**src/rtl/rle_decoder.sv**
```systemverilog
// Run-length decoder: expands (value, count) pairs into count copies of value, one per cycle.
// Optional RLE_DEC_STATS_EN adds sample_total / run_total transfer counters.
module rle_decoder #(
  parameter int unsigned DW = 8,
  parameter int unsigned CW = 8
) (
  input  logic          clk,
  input  logic          rst_n,
  input  logic          in_valid,
  output logic          in_ready,
  input  logic [DW-1:0] in_value,
  input  logic [CW-1:0] in_count,
  output logic          out_valid,
  input  logic          out_ready,
  output logic [DW-1:0] out_data,
  output logic          out_last,
  output logic          err_zero
`ifdef RLE_DEC_STATS_EN
  ,
  output logic [31:0]   sample_total,
  output logic [15:0]   run_total
`endif
);

  typedef enum logic [0:0] {StIdle, StEmit} state_e;

  state_e        state_q, state_d;
  logic [DW-1:0] val_q, val_d;
  logic [CW-1:0] rem_q, rem_d;
  logic          err_q, err_d;

  logic in_xfer, out_xfer, cnt_zero, rem_one;

  assign cnt_zero = (in_count == '0);
  assign rem_one  = (rem_q == CW'(1));
  assign in_xfer  = in_valid & in_ready;
  assign out_xfer = out_valid & out_ready;

  // State register
  always_ff @(posedge clk or negedge rst_n) begin
    if (!rst_n) begin
      state_q <= StIdle;
      val_q   <= '0;
      rem_q   <= '0;
      err_q   <= 1'b0;
    end else begin
      state_q <= state_d;
      val_q   <= val_d;
      rem_q   <= rem_d;
      err_q   <= err_d;
    end
  end

  // Next-state logic
  always_comb begin
    state_d = state_q;
    val_d   = val_q;
    rem_d   = rem_q;
    err_d   = in_xfer & cnt_zero;
    unique case (state_q)
      StIdle: begin
        if (in_xfer && !cnt_zero) begin
          val_d   = in_value;
          rem_d   = in_count;
          state_d = StEmit;
        end
      end
      StEmit: begin
        if (out_xfer) begin
          if (!rem_one) begin
            rem_d = rem_q - CW'(1);
          end else if (in_xfer && !cnt_zero) begin
            // Chain straight into the next run so consecutive runs have no bubble
            val_d = in_value;
            rem_d = in_count;
          end else begin
            state_d = StIdle;
          end
        end
      end
      default: state_d = StIdle;
    endcase
  end

  // Outputs
  always_comb begin
    out_valid = 1'b0;
    out_data  = '0;
    out_last  = 1'b0;
    in_ready  = 1'b0;
    err_zero  = err_q;
    unique case (state_q)
      StIdle: begin
        in_ready = 1'b1;
      end
      StEmit: begin
        out_valid = 1'b1;
        out_data  = val_q;
        out_last  = rem_one;
        in_ready  = rem_one & out_ready;
      end
      default: in_ready = 1'b0;
    endcase
  end

`ifdef RLE_DEC_STATS_EN
  logic [31:0] sample_q;
  logic [15:0] run_q;

  always_ff @(posedge clk or negedge rst_n) begin
    if (!rst_n) begin
      sample_q <= '0;
      run_q    <= '0;
    end else begin
      if (out_xfer) sample_q <= sample_q + 32'd1;
      if (in_xfer && !cnt_zero) run_q <= run_q + 16'd1;
    end
  end

  assign sample_total = sample_q;
  assign run_total    = run_q;
`endif

endmodule

```
**config.mk**
```make
export PLATFORM = sky130hd
export DESIGN_NAME = rle_decoder
export DESIGN_NICKNAME = d
export VERILOG_FILES = /design/src/rtl/rle_decoder.sv
export SDC_FILE = /design/constraint.sdc
export NUM_CORES = 1
export LEC_CHECK = 0
export CORE_ASPECT_RATIO = 1.4
export CORE_MARGIN = 2
export CORE_UTILIZATION = 40
export DETAILED_ROUTE_END_ITERATION = 7
export PLACE_DENSITY = 0.73
export REMOVE_ABC_BUFFERS = 1
export SKIP_LAST_GASP = 1
export SYNTH_ARGS = -nofsm -noshare
export SYNTH_HDL_FRONTEND = slang
export SYNTH_SLANG_ARGS = --single-unit
```
**constraint.sdc**
```tcl
create_clock -name clk -period 3.6 [get_ports clk]
set_clock_uncertainty 0.15 [all_clocks]
set_input_delay 0.36 -clock clk [delete_from_list [all_inputs] [get_ports clk]]
set_output_delay 0.36 -clock clk [all_outputs]
set_load 0.02 [all_outputs]
```
==> out/metrics.yaml, run 1 <==
outcome:
  status: "completed"
timing:
  fin_tns_setup_ns: 0
  final_hold_viol_count: 0
  fin_crit_ns: 3.09
  setup_slack_ns: 0.512
  finalCritPeriodShare_pct: 85.8
  slew_headroom_pct: 46.3
  setup_violations: 0
  maxSlewViolCount: 0
  worst_pin_slew_ns: 0.803
  rsz0062_at_grt: "false"
  max_freq_mhz: 324
floorplanning:
  die_y_microns: 67.1
  core_area_sq_um: 2670
  die_area_sq_um: 3290
  rows: 22
  die_w_microns: 49.0
  io_pins: 32
  floorplan.initialDensity_pct: 42.5
critical_path:
  worstPathRequired_ns: 3.09
  crit_buf_inv: 2
  critPathMaxStageDelay_ns: 0.62
  end_kind: "primary output"
  worst_path_max_delay_cell: "clkdlybuf4s50_1"
  crit_type: "register to primary output"
  path_max_fanout: 4
  cp_cell_sequence: "inv_1 -> ha_1 -> nor3b_1 -> nand3_1 -> nand2_1 -> clkdlybuf4s50_1"
  cp.arrival_ns: 2.58
  cp-start-kind: "register"
  crit_family: "simple AND/OR/NAND/NOR gates"
yosys:
  synthArstFlopShare_pct: 100
  yosys.area_share.simple_pct: 25.7
  avgSynthCellArea_sq_um: 11.1
  post_synth_xor_area_fraction_pct: 0
  synthAdderAreaFrac_pct: 2.20
  synth_top_area_cell: "dfrtp_1"
  synth.top_cell.area_share_pct: 39.6
  ys_seq_elements: 18
  synth_compound_area_share_pct: 19.4
  synth_area_leaders: "dfrtp_1 40%, mux2_4 11%, and2_1 5.0%, nor3_1 3.1%, a211oi_1 2.6%"
  synthDistinctLibCells: 40
  synth_edf_count: 0
  syn_inst: 102
  syn-cell-area_sq_um: 1140
  ys_seq_area_share_pct: 39.6
  synth.area.mux_share_pct: 11.5
  yosysWarnings: 0
  synth_top_family_by_area: "simple AND/OR/NAND/NOR gates"
  synth_ff_type: "dfrtp_1"
placement:
  port_buffers: 31
  hpwlAfterDp_microns: 2140
  placedInstanceArea_sq_um: 1490
  finalWeightedCongestion: 0.882
  dp_slack_ns: 0.863
power_and_ir_drop:
  leakage_nw: 0.625
  powerDensity_nw_per_um2: 745
  peakVddDrop_mv: 0.382
clocking:
  cts_sinks: 18
  htree_levels: 1
  clkTransAtPathRegs_ns: 0.10
  cts_buffers: 3
  cts_tree: "built"
  worst_skew_pair.late_latency_ns: 0.30
  cts_hold_buf: 0
  post_cts_buffers: 0
  cts_resized: 0
  cts_buffer_depth: 2
  cts_root_buf: "clkbuf_4"
drt:
  wire_per_inst_microns: 16.1
  viasPerCell: 5.95
  dr.pass1.iters: 4
  ant_nets: 0
  routed_wl_microns: 2770
  drt_iter0_drc: 20
  vias: 1024
  drc: 0
grt:
  antenna_found_initial: 0
  grt_pass1_wl_microns: 4510
  grtUsageTotal_pct: 18.1
  grt_pass1_vias: 997
  overflow: 0
  grt_start_max_net_pins: 19
job:
  drv_cap: 0
final_layout:
  drive_gt1_share_pct: 17.6
  areaGrowthSynthToFinish_pct: 34.1
  final_cell_area_sq_um: 1520
  nNetsFinal: 159
  diodes: 0
worst_hold_path:
  hp-class: "input pin to async pin"
flip-flops by register name, summed over array words and instances, names as in the netlist:
name and cells:
rem_q 8, val_q 8, err_zero 1, state_q 1
final timing paths:
path,startpoint,to,slack (ns),cells after the start
hold reg to reg,val_q[5],val_q[5],0.37,1
hold / removal,rst_n,rem_q[6],0.36,1
setup / recovery,rem_q[1],in_ready,0.51,6
setup reg to reg,rem_q[1],val_q[3],1.18,6
min in group clk,val_q[5],val_q[5],0.37,1
max in group asynchronous,rst_n,val_q[1],2.44,1
final cells by class:
cell class | instances | area, sq um
fill | 239 | 1150
timing repair buffer | 31 | 310
clock buffer | 4 | 36.3
sequential | 18 | 450
multi-input combinational | 79 | 667
tap | 36 | 45.0
inverter | 4 | 15.0
metrics by stage:
step	hold slack, ns	total power (W)	instances	util [%]
6_report	0.361	0.00114	172	57.1
5_1_grt	0.381	0.00121	172	57.1
4_1_cts	0.372	0.00114	172	57.1
3_5_place_dp	0.341	0.00101	168	55.7
3_3_place_gp	0.341	0.000988	168	55.7
2_1_floorplan	-0.0856	0.000796	101	-
report_power, final:
part	switching [W]	leakage [nW]	total (W)	internal (W)
clock network	0.0000655	0.0210	0.000127	0.0000618
logic	0.000274	0.395	0.000605	0.000331
registers	0.000112	0.209	0.000403	0.000292
total	0.000451	0.625	0.00114	0.000685
layer usage:
metal / part of all wire, % / track usage (%) / routed length [microns]
met5: 0 / 0 / 0
met4: 4.3 / 12.1 / 119
met3: 6.2 / 2.91 / 172
met2: 51 / 33.0 / 1400
met1: 39 / 19.1 / 1080
placed cells by master (no fill, tap or decap), types with 3 or more instances in the layout:
| master | n |
|---|---|
| a211oi_1 | 4 |
| or4_1 | 3 |
| mux2_4 | 8 |
| clkbuf_4 | 3 |
| inv_1 | 4 |
| o22ai_1 | 3 |
| nor3_1 | 7 |
| dfrtp_1 | 18 |
| clkdlybuf4s50_1 | 31 |
| nand3_1 | 3 |
| nor2_1 | 3 |
| and2_1 | 9 |
| nand2_1 | 7 |
cell usage after synthesis (2+ instances only):
cell type,number
a221oi_1,2
o22ai_1,3
and3_1,2
mux2_4,8
inv_1,4
ha_1,2
and2_2,2
or4_1,3
dfrtp_1,18
a211oi_1,4
and2_1,9
nor2_1,3
nand2_1,7
nand3_1,3
nor3_1,7
cells by family (layout without fill, tap and decap cells):
group	after synthesis	after routing
compound gates	23	23
simple gates	45	45
buf+inv	5	39
flops	18	18
mux	9	9
fa+ha+maj	2	2
worst register-to-register path: cells and delay by family, from the launching register on:
| kind | cells | cell delay (ns) |
|---|---|---|
| simple gates | 2 | 0.83 |
| buf+inv | 1 | 0.12 |
| compound gates | 1 | 0.29 |
| flops | 1 | 0.42 |
| fa+ha+maj | 1 | 0.17 |
| mux | 1 | 0.33 |
(Power assumes the default switching activity.)
==> run 2: changes to the inputs <==
SLEW_MARGIN = 20   (was not set)
==> results of run 2 <==
Same layout as run 1: the final DEF is identical, and so are final timing and power.
==> run 3: changes to the inputs <==
CORE_UTILIZATION = 50   (was 40)
PLACE_DENSITY = 0.87   (was 0.73)
==> run 3 against run 2 <==
Against the previous run: sequential power hardly changed; register-to-register slack improved by 0.07 ns; routed wire length increased by 6.2%; critical path depth is the same; flip-flop and latch count unchanged; count of clock-buffer cells in the layout decreased by 1; first-iteration DRC count increased to 2.6 times the previous value; non-clock buffer count stayed put; utilization increased by 12 points; critical path type unchanged; largest power group unchanged.
==> out/metrics.yaml, run 3 (same netlist as run 1, synthesis figures left out) <==
floorplanning:
  rows: 20
  die_y_microns: 60.4
  die_w_microns: 44.3
  floorplan.initialDensity_pct: 52.8
  core_area_sq_um: 2150
  io_pins: 32
  die_area_sq_um: 2670
power_and_ir_drop:
  p_clk_share_pct: 9.0
  p_int_w: 0.000662
  power_switching_w: 0.000454
  p_seq_share_pct: 36.3
  powerDensity_nw_per_um2: 748
  combPwrFrac_pct: 54.6
  leakage_nw: 0.618
  peakVddDrop_mv: 0.367
  p_total_w: 0.00112
  switching_share_pct: 40.7
drt:
  drt_iter0_drc: 52
  dr.pass1.iters: 4
  viasPerCell: 6.49
  ant_nets: 0
  drc: 0
  top_layer_used: "met4"
  wl_met1_microns: 1050
  wl_met3_microns: 197
  routed_wl_microns: 2940
  wire_per_inst_microns: 18.7
  routed-wl-met2_microns: 1600
  vias: 1019
critical_path:
  r2r_slack_ns: 1.25
  end_kind: "primary output"
  cp.arrival_ns: 2.48
  reg2reg_to: "val_q[2]"
  startpoint: "rem_q[1]"
  cp_cell_sequence: "inv_1 -> ha_1 -> nor3b_1 -> nand3_1 -> nand2_1 -> clkdlybuf4s50_1"
  worstPathRequired_ns: 3.09
  critPathMaxStageDelay_ns: 0.61
  r2r-start: "rem_q[1]"
  path_max_fanout: 4
  cp-start-kind: "register"
  crit_type: "register to primary output"
  worst_path_max_delay_cell: "clkdlybuf4s50_1"
  r2r_cells: 6
final_layout:
  reg_top3: "rem_q x8, val_q x8"
  drive_gt1_share_pct: 17.0
  final_cell_area_sq_um: 1490
  diodes: 0
  final_cell_mix: "31 x clkdlybuf4s50_1, 18 x dfrtp_1, 9 x and2_1, 8 x mux2_4"
  finish.cell_count_without_fillers: 157
  areaGrowthSynthToFinish_pct: 31.4
  nNetsFinal: 159
  final_common_cell: "clkdlybuf4s50_1"
  final_core_util_pct: 69.4
placement:
  hpwlAfterDp_microns: 2280
  placedInstanceArea_sq_um: 1470
  port_buffers: 31
  place_inst: 154
  finalWeightedCongestion: 0.888
clocking:
  post_cts_buffers: 0
  cts_root_buf: "clkbuf_4"
  htree_levels: 1
  cts_resized: 0
  cts_buffer_depth: 2
  cts_hold_buf: 0
  clkTransAtPathRegs_ns: 0.10
  cts_tree: "built"
  cts_sinks: 18
  worst_skew_pair.late_latency_ns: 0.30
  cts_buffers: 3
grt:
  overflow: 0
  grt_pass1_wl_microns: 4930
  grtUsageTotal_pct: 25.7
  grt_start_max_net_pins: 19
  antenna_found_initial: 0
  grt_pass1_vias: 998
timing:
  setup_violations: 0
  fin_crit_ns: 2.99
  fin_tns_setup_ns: 0
  slew_headroom_pct: 46.3
  rsz0062_at_grt: "false"
  worst_pin_slew_ns: 0.803
  finalCritPeriodShare_pct: 83.1
  final_hold_viol_count: 0
  max_freq_mhz: 334
  maxSlewViolCount: 0
outcome:
  status: "completed"
worst_hold_path:
  hp-class: "input pin to async pin"
job:
  drv_cap: 0
## run 3: changes by cell type in the layout (fill, tap and decap cells not counted), sizes merged
cell,change
clkbuf,-1
## run 3: worst max path at each step
| stage | cells past startpoint | slack, ns | to |
|---|---|---|---|
| 3_5_place_dp | 6 | 0.96 | in_ready |
| 5_1_grt | 6 | 0.37 | in_ready |
| 2_1_floorplan | 6 | 1.55 | val_q[0] |
| 6_report | 6 | 0.61 | in_ready |
| 4_1_cts | 6 | 0.60 | in_ready |
| 3_3_place_gp | 6 | 1.07 | in_ready |
## run 3: layout make-up
class / instances / area [sq um]
Fill cell: 165 / 659
Tap cell: 22 / 27.5
Timing Repair Buffer: 31 / 310
Multi-Input combinational cell: 79 / 667
Inverter: 4 / 15.0
Sequential cell: 18 / 450
Clock buffer: 3 / 22.5
## run 3: per-layer routing
metal	global-route usage [%]	vias up
met5	0	-
met4	12.1	0
met3	4.17	11
met2	47.3	53
met1	28.4	494
li1	-	461
## run 3: power by group through the flow
stage                     sequential, W  clock, W  combinational (W)
after floorplan                0.000379         0           0.000417
after global placement         0.000396         0           0.000590
after detailed placement       0.000408         0           0.000612
after CTS                      0.000404  0.000102           0.000615
after global routing           0.000421  0.000110           0.000659
final                          0.000406  0.000101           0.000609
## run 3: through the flow
step	hold slack, ns	setup WS, ns
detailed placement	0.347	0.955
global placement	0.334	1.07
finish	0.369	0.608
CTS	0.375	0.604
floorplan	-0.0856	1.55
global route	0.388	0.365
## run 3: worst max-delay path, delay by kind of cell (launching register included)
family / cells / cell delay, ns
adder cells (fa/ha/maj): 1 / 0.17
flip-flops: 1 / 0.42
AND/OR/NAND/NOR: 3 / 0.87
buffers and inverters: 2 / 0.72
